**src/rtl/ghost_pkg.sv**
```systemverilog
// ghost_pkg: shared mode codes and axis step/clamp helpers for the ghost controller.
package ghost_pkg;
  localparam int MODE_W = 2;
  localparam logic [MODE_W-1:0] HOME = 2'd0, CHASE = 2'd1, FRIGHT = 2'd2, SCATTER = 2'd3;
  localparam int CW = 16;
  function automatic logic [CW-1:0] clamp(input logic signed [CW:0] v, input logic [CW-1:0] lo, input logic [CW-1:0] hi);
    return (v < $signed({1'b0, lo})) ? lo : (v > $signed({1'b0, hi})) ? hi : v[CW-1:0];
  endfunction
  // up is derived from the target delta: toward follows its sign, away inverts it
  function automatic logic step_up(input logic signed [CW:0] d, input logic away);
    return away ? d[CW] : !d[CW];
  endfunction
  function automatic logic [CW-1:0] step_axis(input logic [CW-1:0] p, input logic up, input logic [CW-1:0] s, input logic [CW-1:0] lo, input logic [CW-1:0] hi);
    logic signed [CW:0] ps, ss;
    ps = $signed({1'b0, p});
    ss = $signed({1'b0, s});
    return clamp(up ? ps + ss : ps - ss, lo, hi);
  endfunction
endpackage

```
**src/rtl/ghost_unit.sv**
```systemverilog
// ghost_unit: one ghost's mode FSM, position, release counter and collision check.
module ghost_unit import ghost_pkg::*; #(
  parameter int IDX = 0,
  parameter int X_W = 10,
  parameter int Y_W = 9,
  parameter int HOME_X = 200,
  parameter int HOME_Y = 146,
  parameter int X_MIN = 0,
  parameter int X_MAX = 639,
  parameter int Y_MIN = 0,
  parameter int Y_MAX = 479,
  parameter int STEP = 1,
  parameter int HIT_R = 8,
  parameter int RELEASE_TICKS = 64
) (
  input  logic              clk,
  input  logic              rst,
  input  logic              adv,
  input  logic              f_on,
  input  logic              scatter,
  input  logic [X_W-1:0]    pac_x,
  input  logic [Y_W-1:0]    pac_y,
  output logic [X_W-1:0]    gx,
  output logic [Y_W-1:0]    gy,
  output logic [MODE_W-1:0] mode,
  output logic              hit_c,
  output logic              eaten
);
  localparam int REL = (IDX + 1) * RELEASE_TICKS;
  localparam int RW = $clog2(REL + 1);
  localparam logic signed [CW:0] HR = (CW + 1)'(HIT_R);
  localparam logic [X_W-1:0] CX = (IDX % 2 == 1) ? X_W'(X_MAX) : X_W'(X_MIN);
  localparam logic [Y_W-1:0] CY = (IDX % 4 >= 2) ? Y_W'(Y_MAX) : Y_W'(Y_MIN);
  logic [RW-1:0] rc;
  logic tog, col, mv, use_x, nz, rel, away;
  logic signed [CW:0] dx, dy, ax, ay, tdx, tdy, atx, aty;
  logic [X_W-1:0] tx, nx;
  logic [Y_W-1:0] ty, ny;
  logic [MODE_W-1:0] live;
  always_comb begin
    tx = mode == SCATTER ? CX : pac_x;
    ty = mode == SCATTER ? CY : pac_y;
    dx = $signed({1'b0, CW'(pac_x)}) - $signed({1'b0, CW'(gx)});
    dy = $signed({1'b0, CW'(pac_y)}) - $signed({1'b0, CW'(gy)});
    tdx = $signed({1'b0, CW'(tx)}) - $signed({1'b0, CW'(gx)});
    tdy = $signed({1'b0, CW'(ty)}) - $signed({1'b0, CW'(gy)});
    ax = dx[CW] ? -dx : dx;
    ay = dy[CW] ? -dy : dy;
    atx = tdx[CW] ? -tdx : tdx;
    aty = tdy[CW] ? -tdy : tdy;
    col = ax <= HR && ay <= HR;
    use_x = atx >= aty;
    nz = tdx != '0 || tdy != '0;
    away = mode == FRIGHT;
    mv = adv && nz && (mode == CHASE || mode == SCATTER || (mode == FRIGHT && tog));
    nx = (mv && use_x) ? X_W'(step_axis(CW'(gx), step_up(tdx, away), CW'(STEP), CW'(X_MIN), CW'(X_MAX))) : gx;
    ny = (mv && !use_x) ? Y_W'(step_axis(CW'(gy), step_up(tdy, away), CW'(STEP), CW'(Y_MIN), CW'(Y_MAX))) : gy;
    hit_c = adv && col && (mode == CHASE || mode == SCATTER);
    rel = rc == RW'(REL - 1);
    live = scatter ? SCATTER : CHASE;
  end
  always_ff @(posedge clk or negedge rst)
    if (!rst) begin
      gx <= X_W'(HOME_X);
      gy <= Y_W'(HOME_Y);
      mode <= HOME;
      rc <= '0;
      tog <= 1'b0;
      eaten <= 1'b0;
    end else begin
      eaten <= adv && mode == FRIGHT && col;
      if (adv && mode == FRIGHT && col) begin
        gx <= X_W'(HOME_X);
        gy <= Y_W'(HOME_Y);
        mode <= HOME;
        rc <= '0;
        tog <= 1'b0;
      end else if (adv) begin
        gx <= nx;
        gy <= ny;
        tog <= mode == FRIGHT && !tog;
        rc <= mode == HOME ? rc + 1'b1 : '0;
        mode <= mode == HOME ? (rel ? (f_on ? FRIGHT : live) : HOME) : (f_on ? FRIGHT : live);
      end
    end
endmodule

```
**src/rtl/ghost_ctrl.sv**
```systemverilog
// ghost_ctrl: NUM_GHOSTS autonomous ghosts with staggered release, chase, timed fright and collisions.
// Define GHOST_SCATTER_EN to alternate CHASE/SCATTER phases every 256 ticks.
module ghost_ctrl import ghost_pkg::*; #(
  parameter int NUM_GHOSTS = 4,
  parameter int X_W = 10,
  parameter int Y_W = 9,
  parameter int HOME_X = 200,
  parameter int HOME_Y = 146,
  parameter int X_MIN = 0,
  parameter int X_MAX = 639,
  parameter int Y_MIN = 0,
  parameter int Y_MAX = 479,
  parameter int STEP = 1,
  parameter int HIT_R = 8,
  parameter int RELEASE_TICKS = 64,
  parameter int FRIGHT_TICKS = 512
) (
  input  logic                         clk,
  input  logic                         rst,
  input  logic                         tick,
  input  logic                         enable,
  input  logic                         frighten,
  input  logic [X_W-1:0]               pac_x,
  input  logic [Y_W-1:0]               pac_y,
  output logic [NUM_GHOSTS*X_W-1:0]    ghost_x,
  output logic [NUM_GHOSTS*Y_W-1:0]    ghost_y,
  output logic [NUM_GHOSTS*MODE_W-1:0] ghost_mode,
  output logic                         hit,
  output logic [NUM_GHOSTS-1:0]        eaten
);
  localparam int FW = $clog2(FRIGHT_TICKS + 1);
  logic adv, f_on, scatter;
  logic [FW-1:0] ft;
  logic [NUM_GHOSTS-1:0] hc;
  assign adv = tick && enable;
  // fright stays on for this tick unless the timer is about to hit zero
  assign f_on = (frighten && enable) || ft > FW'(1);
  always_ff @(posedge clk or negedge rst)
    if (!rst) begin
      ft <= '0;
      hit <= 1'b0;
    end else begin
      hit <= |hc;
      if (enable && frighten) ft <= FW'(FRIGHT_TICKS);
      else if (adv && ft != '0) ft <= ft - 1'b1;
    end
`ifdef GHOST_SCATTER_EN
  logic [8:0] phase;
  always_ff @(posedge clk or negedge rst)
    if (!rst) phase <= '0;
    else if (adv) phase <= phase + 1'b1;
  assign scatter = phase[8];
`else
  assign scatter = 1'b0;
`endif
  for (genvar i = 0; i < NUM_GHOSTS; i++) begin : g_ghost
    ghost_unit #(
      .IDX(i), .X_W(X_W), .Y_W(Y_W), .HOME_X(HOME_X), .HOME_Y(HOME_Y),
      .X_MIN(X_MIN), .X_MAX(X_MAX), .Y_MIN(Y_MIN), .Y_MAX(Y_MAX),
      .STEP(STEP), .HIT_R(HIT_R), .RELEASE_TICKS(RELEASE_TICKS)
    ) u_ghost (
      .clk(clk), .rst(rst), .adv(adv), .f_on(f_on), .scatter(scatter),
      .pac_x(pac_x), .pac_y(pac_y),
      .gx(ghost_x[i*X_W +: X_W]), .gy(ghost_y[i*Y_W +: Y_W]),
      .mode(ghost_mode[i*MODE_W +: MODE_W]),
      .hit_c(hc[i]), .eaten(eaten[i])
    );
  end
endmodule

```
**config.mk**
```make
export PLATFORM = sky130hd
export DESIGN_NAME = ghost_ctrl
export DESIGN_NICKNAME = d
export VERILOG_FILES = /design/src/rtl/ghost_pkg.sv /design/src/rtl/ghost_unit.sv /design/src/rtl/ghost_ctrl.sv
export SDC_FILE = /design/constraint.sdc
export NUM_CORES = 1
export LEC_CHECK = 0
export CELL_PAD_IN_SITES_DETAIL_PLACEMENT = 1
export CELL_PAD_IN_SITES_GLOBAL_PLACEMENT = 2
export CORE_MARGIN = 2
export CORE_UTILIZATION = 38
export CTS_CLUSTER_DIAMETER = 60
export CTS_CLUSTER_SIZE = 24
export DETAILED_ROUTE_END_ITERATION = 16
export PLACE_DENSITY_LB_ADDON = 0.1
export SLEW_MARGIN = 20
export SYNTH_ARGS = -nofsm -noshare
export SYNTH_HDL_FRONTEND = slang
export SYNTH_SLANG_ARGS = --single-unit
```
**constraint.sdc**
```tcl
create_clock -name clk -period 7 [get_ports clk]
set_input_delay 1.05 -clock clk [delete_from_list [all_inputs] [get_ports clk]]
set_output_delay 1.05 -clock clk [all_outputs]
set_load 0.01 [all_outputs]
```
==> impl_metrics.ini <==
[cells_and_area]
layout_commonest_cell = ha_1
post-route-util_pct = 43.4
syn_to_final_growth_pct = 13.0
final_cell_mix = ha_1, nor2_1, nand2_1
drive_gt1_share_pct = 6.95
fin_nets = 3272
nFillCells = 7013
stdcell_count = 3750

[die]
rows = 87
die_w_um = 242
initial_core_util_pct = 38.4
die-area_um2 = 58800
die_h_um = 242
core-area_um2 = 56300
pin_count = 113

[global_route]
first_global_vias = 22700
grtUsageTotal_pct = 26.0
antenna_found_initial = 4
grt-ovfl-total = 0
grt_max_degree = 52
grt_pass1_wl_um = 124000

[power_and_ir_drop]
leakage_nw = 10.2
power_w = 0.00796
ir_drop_uv = 205
p_per_area_nw_per_um2 = 326

[critical_path]
end_kind = register
required_ns = 7.42
worstSetupPathType = in -> reg
start_kind = input port
worstPathMaxFanout = 11
arrival_ns = 6.72

[logic_synthesis]
synthTopCellsByArea = ha_1, dfrtp_1, xnor2_1, a21oi_1, nor2_1
synth_edf_count = 0
synthSimpleGateAreaFrac_pct = 26.9
synth_top_family_by_area = compound AO/OA/AOI/OAI gates
ys_seq_elements = 135
yosysSeqAreaShare_pct = 15.8
synth_area_leader_cell = ha_1
synth_cells = 2822
synthFlopType = dfrtp_1
synth-xor-area-share_pct = 7.68
yosysUniqueCellTypes = 123
synth_top_area_share_pct = 14.7
synth_mux_area_share_pct = 1.69
synthesis.area_um2 = 21600
synth-adder-area-share_pct = 16.1
avgSynthCellArea_um2 = 7.66
synth-compound-area-share_pct = 27.5
synthArstFlopShare_pct = 100
yosys_warnings = 0

[sta]
finalHoldViolCount = 0
fin_skew_ns = 0.0141
period_share_pct = 90.0
worst_slew_pin_slew_ns = 1.00
period_needed_ns = 6.30
fmaxAchievable_ghz = 0.159
setup_tns_ns = 0
maxSlewHeadroom_pct = 31.6
rsz0062_at_grt = no
holdWs_ns = 0.447
maxSlewViolCount = 0
setup_viol = 0

[drt]
wl_um = 76900
wl_per_cell_um = 20.5
drc = 0
vias_per_cell = 5.92
drtAntennaViolNets = 0
vias = 22200
first_pass_iters = 7
drt_iter0_drc = 987

[clock_tree]
cts_resized = 0
clkLatencyLatePin_ns = 0.50
clkSinkCount = 135
cts_htree_levels = 4
cts_setup_buffers = 0
cts_tree = yes
cts.clk_slew.worst_paths_ns = 0.07
cts-root-buf = clkbuf_16
cts_buffers = 17
cts_hold_buf = 0
clockBufferDepth = 2

[worst_hold_path]
hold_path_class = in -> async

[placement]
place_congestion = 0.858
hpwlAfterDp_um = 60600
placed_cells = 3716
port_buffers = 112

[flow_run]
cap_violations = 0

[outcome]
outcome = completed
[state kept, by name, indices dropped and copies added (netlist names)]
| signal | count |
|---|---|
| g_ghost.u_ghost.gx | 40 |
| g_ghost.u_ghost.gy | 36 |
| g_ghost.u_ghost.rc | 32 |
| ft | 10 |
| g_ghost.u_ghost.mode | 8 |
| g_ghost.u_ghost.eaten | 4 |
| g_ghost.u_ghost.tog | 4 |
| hit | 1 |
[kinds of logic (layout without fill, tap and decap cells)]
| kind of cell | after synthesis | count (layout) |
|---|---|---|
| simple gates | 1112 | 1112 |
| compound gates | 856 | 856 |
| fa+ha+maj | 269 | 269 |
| buf+inv | 227 | 347 |
| xor+xnor | 186 | 186 |
| flops | 135 | 135 |
| mux | 35 | 35 |
| other cells | 2 | 54 |
[power breakdown]
group          total, W  internal (W)  switching, W
registers       0.00127      0.000964      0.000311
clock network  0.000952      0.000477      0.000476
logic           0.00573       0.00239       0.00334
[critical path: stages]
cell and delay (ns):
clkdlybuf4s50_1 0.89, nand2_1 0.12, ha_1 0.23, inv_1 0.07, fa_1 0.44, inv_1 0.08, ha_1 0.22, nand4b_1 0.12
or4_1 0.41, o211ai_1 0.14, nand2_1 0.11, nor4_1 0.31, nand3_1 0.22, nor2_1 0.14, ha_1 0.25, a21o_1 0.18
a21o_1 0.17, a21oi_1 0.14, o211ai_1 0.13, o221ai_1 0.11, o211ai_2 0.24, nor2b_1 0.31, or3b_2 0.48, a31oi_1 0.17
[metrics by stage]
step / worst slack (ns) / area, um^2
after floorplan: 1.84 / 21800
after global placement: 0.377 / 23800
after detailed placement: 0.205 / 23800
after CTS: 0.749 / 24400
after global routing: 0.316 / 24400
final: 0.697 / 24400
[per-layer routing]
layer  vias up  wire [um]  GRT usage [%]
met4         0       1350           7.46
met5         -          0              0
met3        64       1890           2.79
li1      10800          -              -
met1     11100      36100           33.5
met2       297      37600           45.6
[Yosys cell counts, types with 18 or more instances]
master,instances
o21ai_0,159
nor2b_1,42
clkbuf_1,40
a211o_1,19
and3_1,32
nand3_1,91
xor2_1,63
nand4_1,52
dfrtp_1,111
a21oi_1,186
xnor2_1,119
o21a_1,58
mux2i_1,24
nor4_1,41
o31a_1,20
or3_1,37
nand2b_1,57
and2_1,66
a31oi_1,35
o21bai_1,18
o22ai_1,21
o31ai_1,18
nand2_1,228
nor2_1,243
o211ai_1,34
dfstp_2,24
ha_1,253
a211oi_1,39
or2_2,30
nor3_1,96
a21o_1,64
inv_1,163
[final cells by class]
class                   instances  area (um^2)  area share (%)
clock buffers                  18          439            1.80
multi-input cells            2510        17500            71.5
repair buffers                151         1420            5.80
inverters                     164          616            2.52
flip-flops and latches        135         3410            14.0
diodes                          2         5.00          0.0205
clock inverters                14          129           0.528
well taps                     756          946            3.88
[path summary, 6_finish.rpt]
path	start	to	slack (ns)	depth (start not counted)
max in group asynchronous	rst	g_ghost[0].u_ghost.gy[0]$_DFFE_PN0P_	5.42	2
min	rst	g_ghost[3].u_ghost.eaten$_DFF_PN0_	0.45	1
max reg2reg	g_ghost[0].u_ghost.mode[0]$_DFFE_PN0P_	g_ghost[0].u_ghost.gy[5]$_DFFE_PN0P_	0.81	22
max	pac_x[0]	g_ghost[0].u_ghost.gy[5]$_DFFE_PN0P_	0.70	24
min reg2reg	g_ghost[3].u_ghost.tog$_DFFE_PN0P_	g_ghost[3].u_ghost.tog$_DFFE_PN0P_	0.50	1
min in group clk	g_ghost[3].u_ghost.tog$_DFFE_PN0P_	g_ghost[3].u_ghost.tog$_DFFE_PN0P_	0.50	1
(Power assumes the default switching activity.)
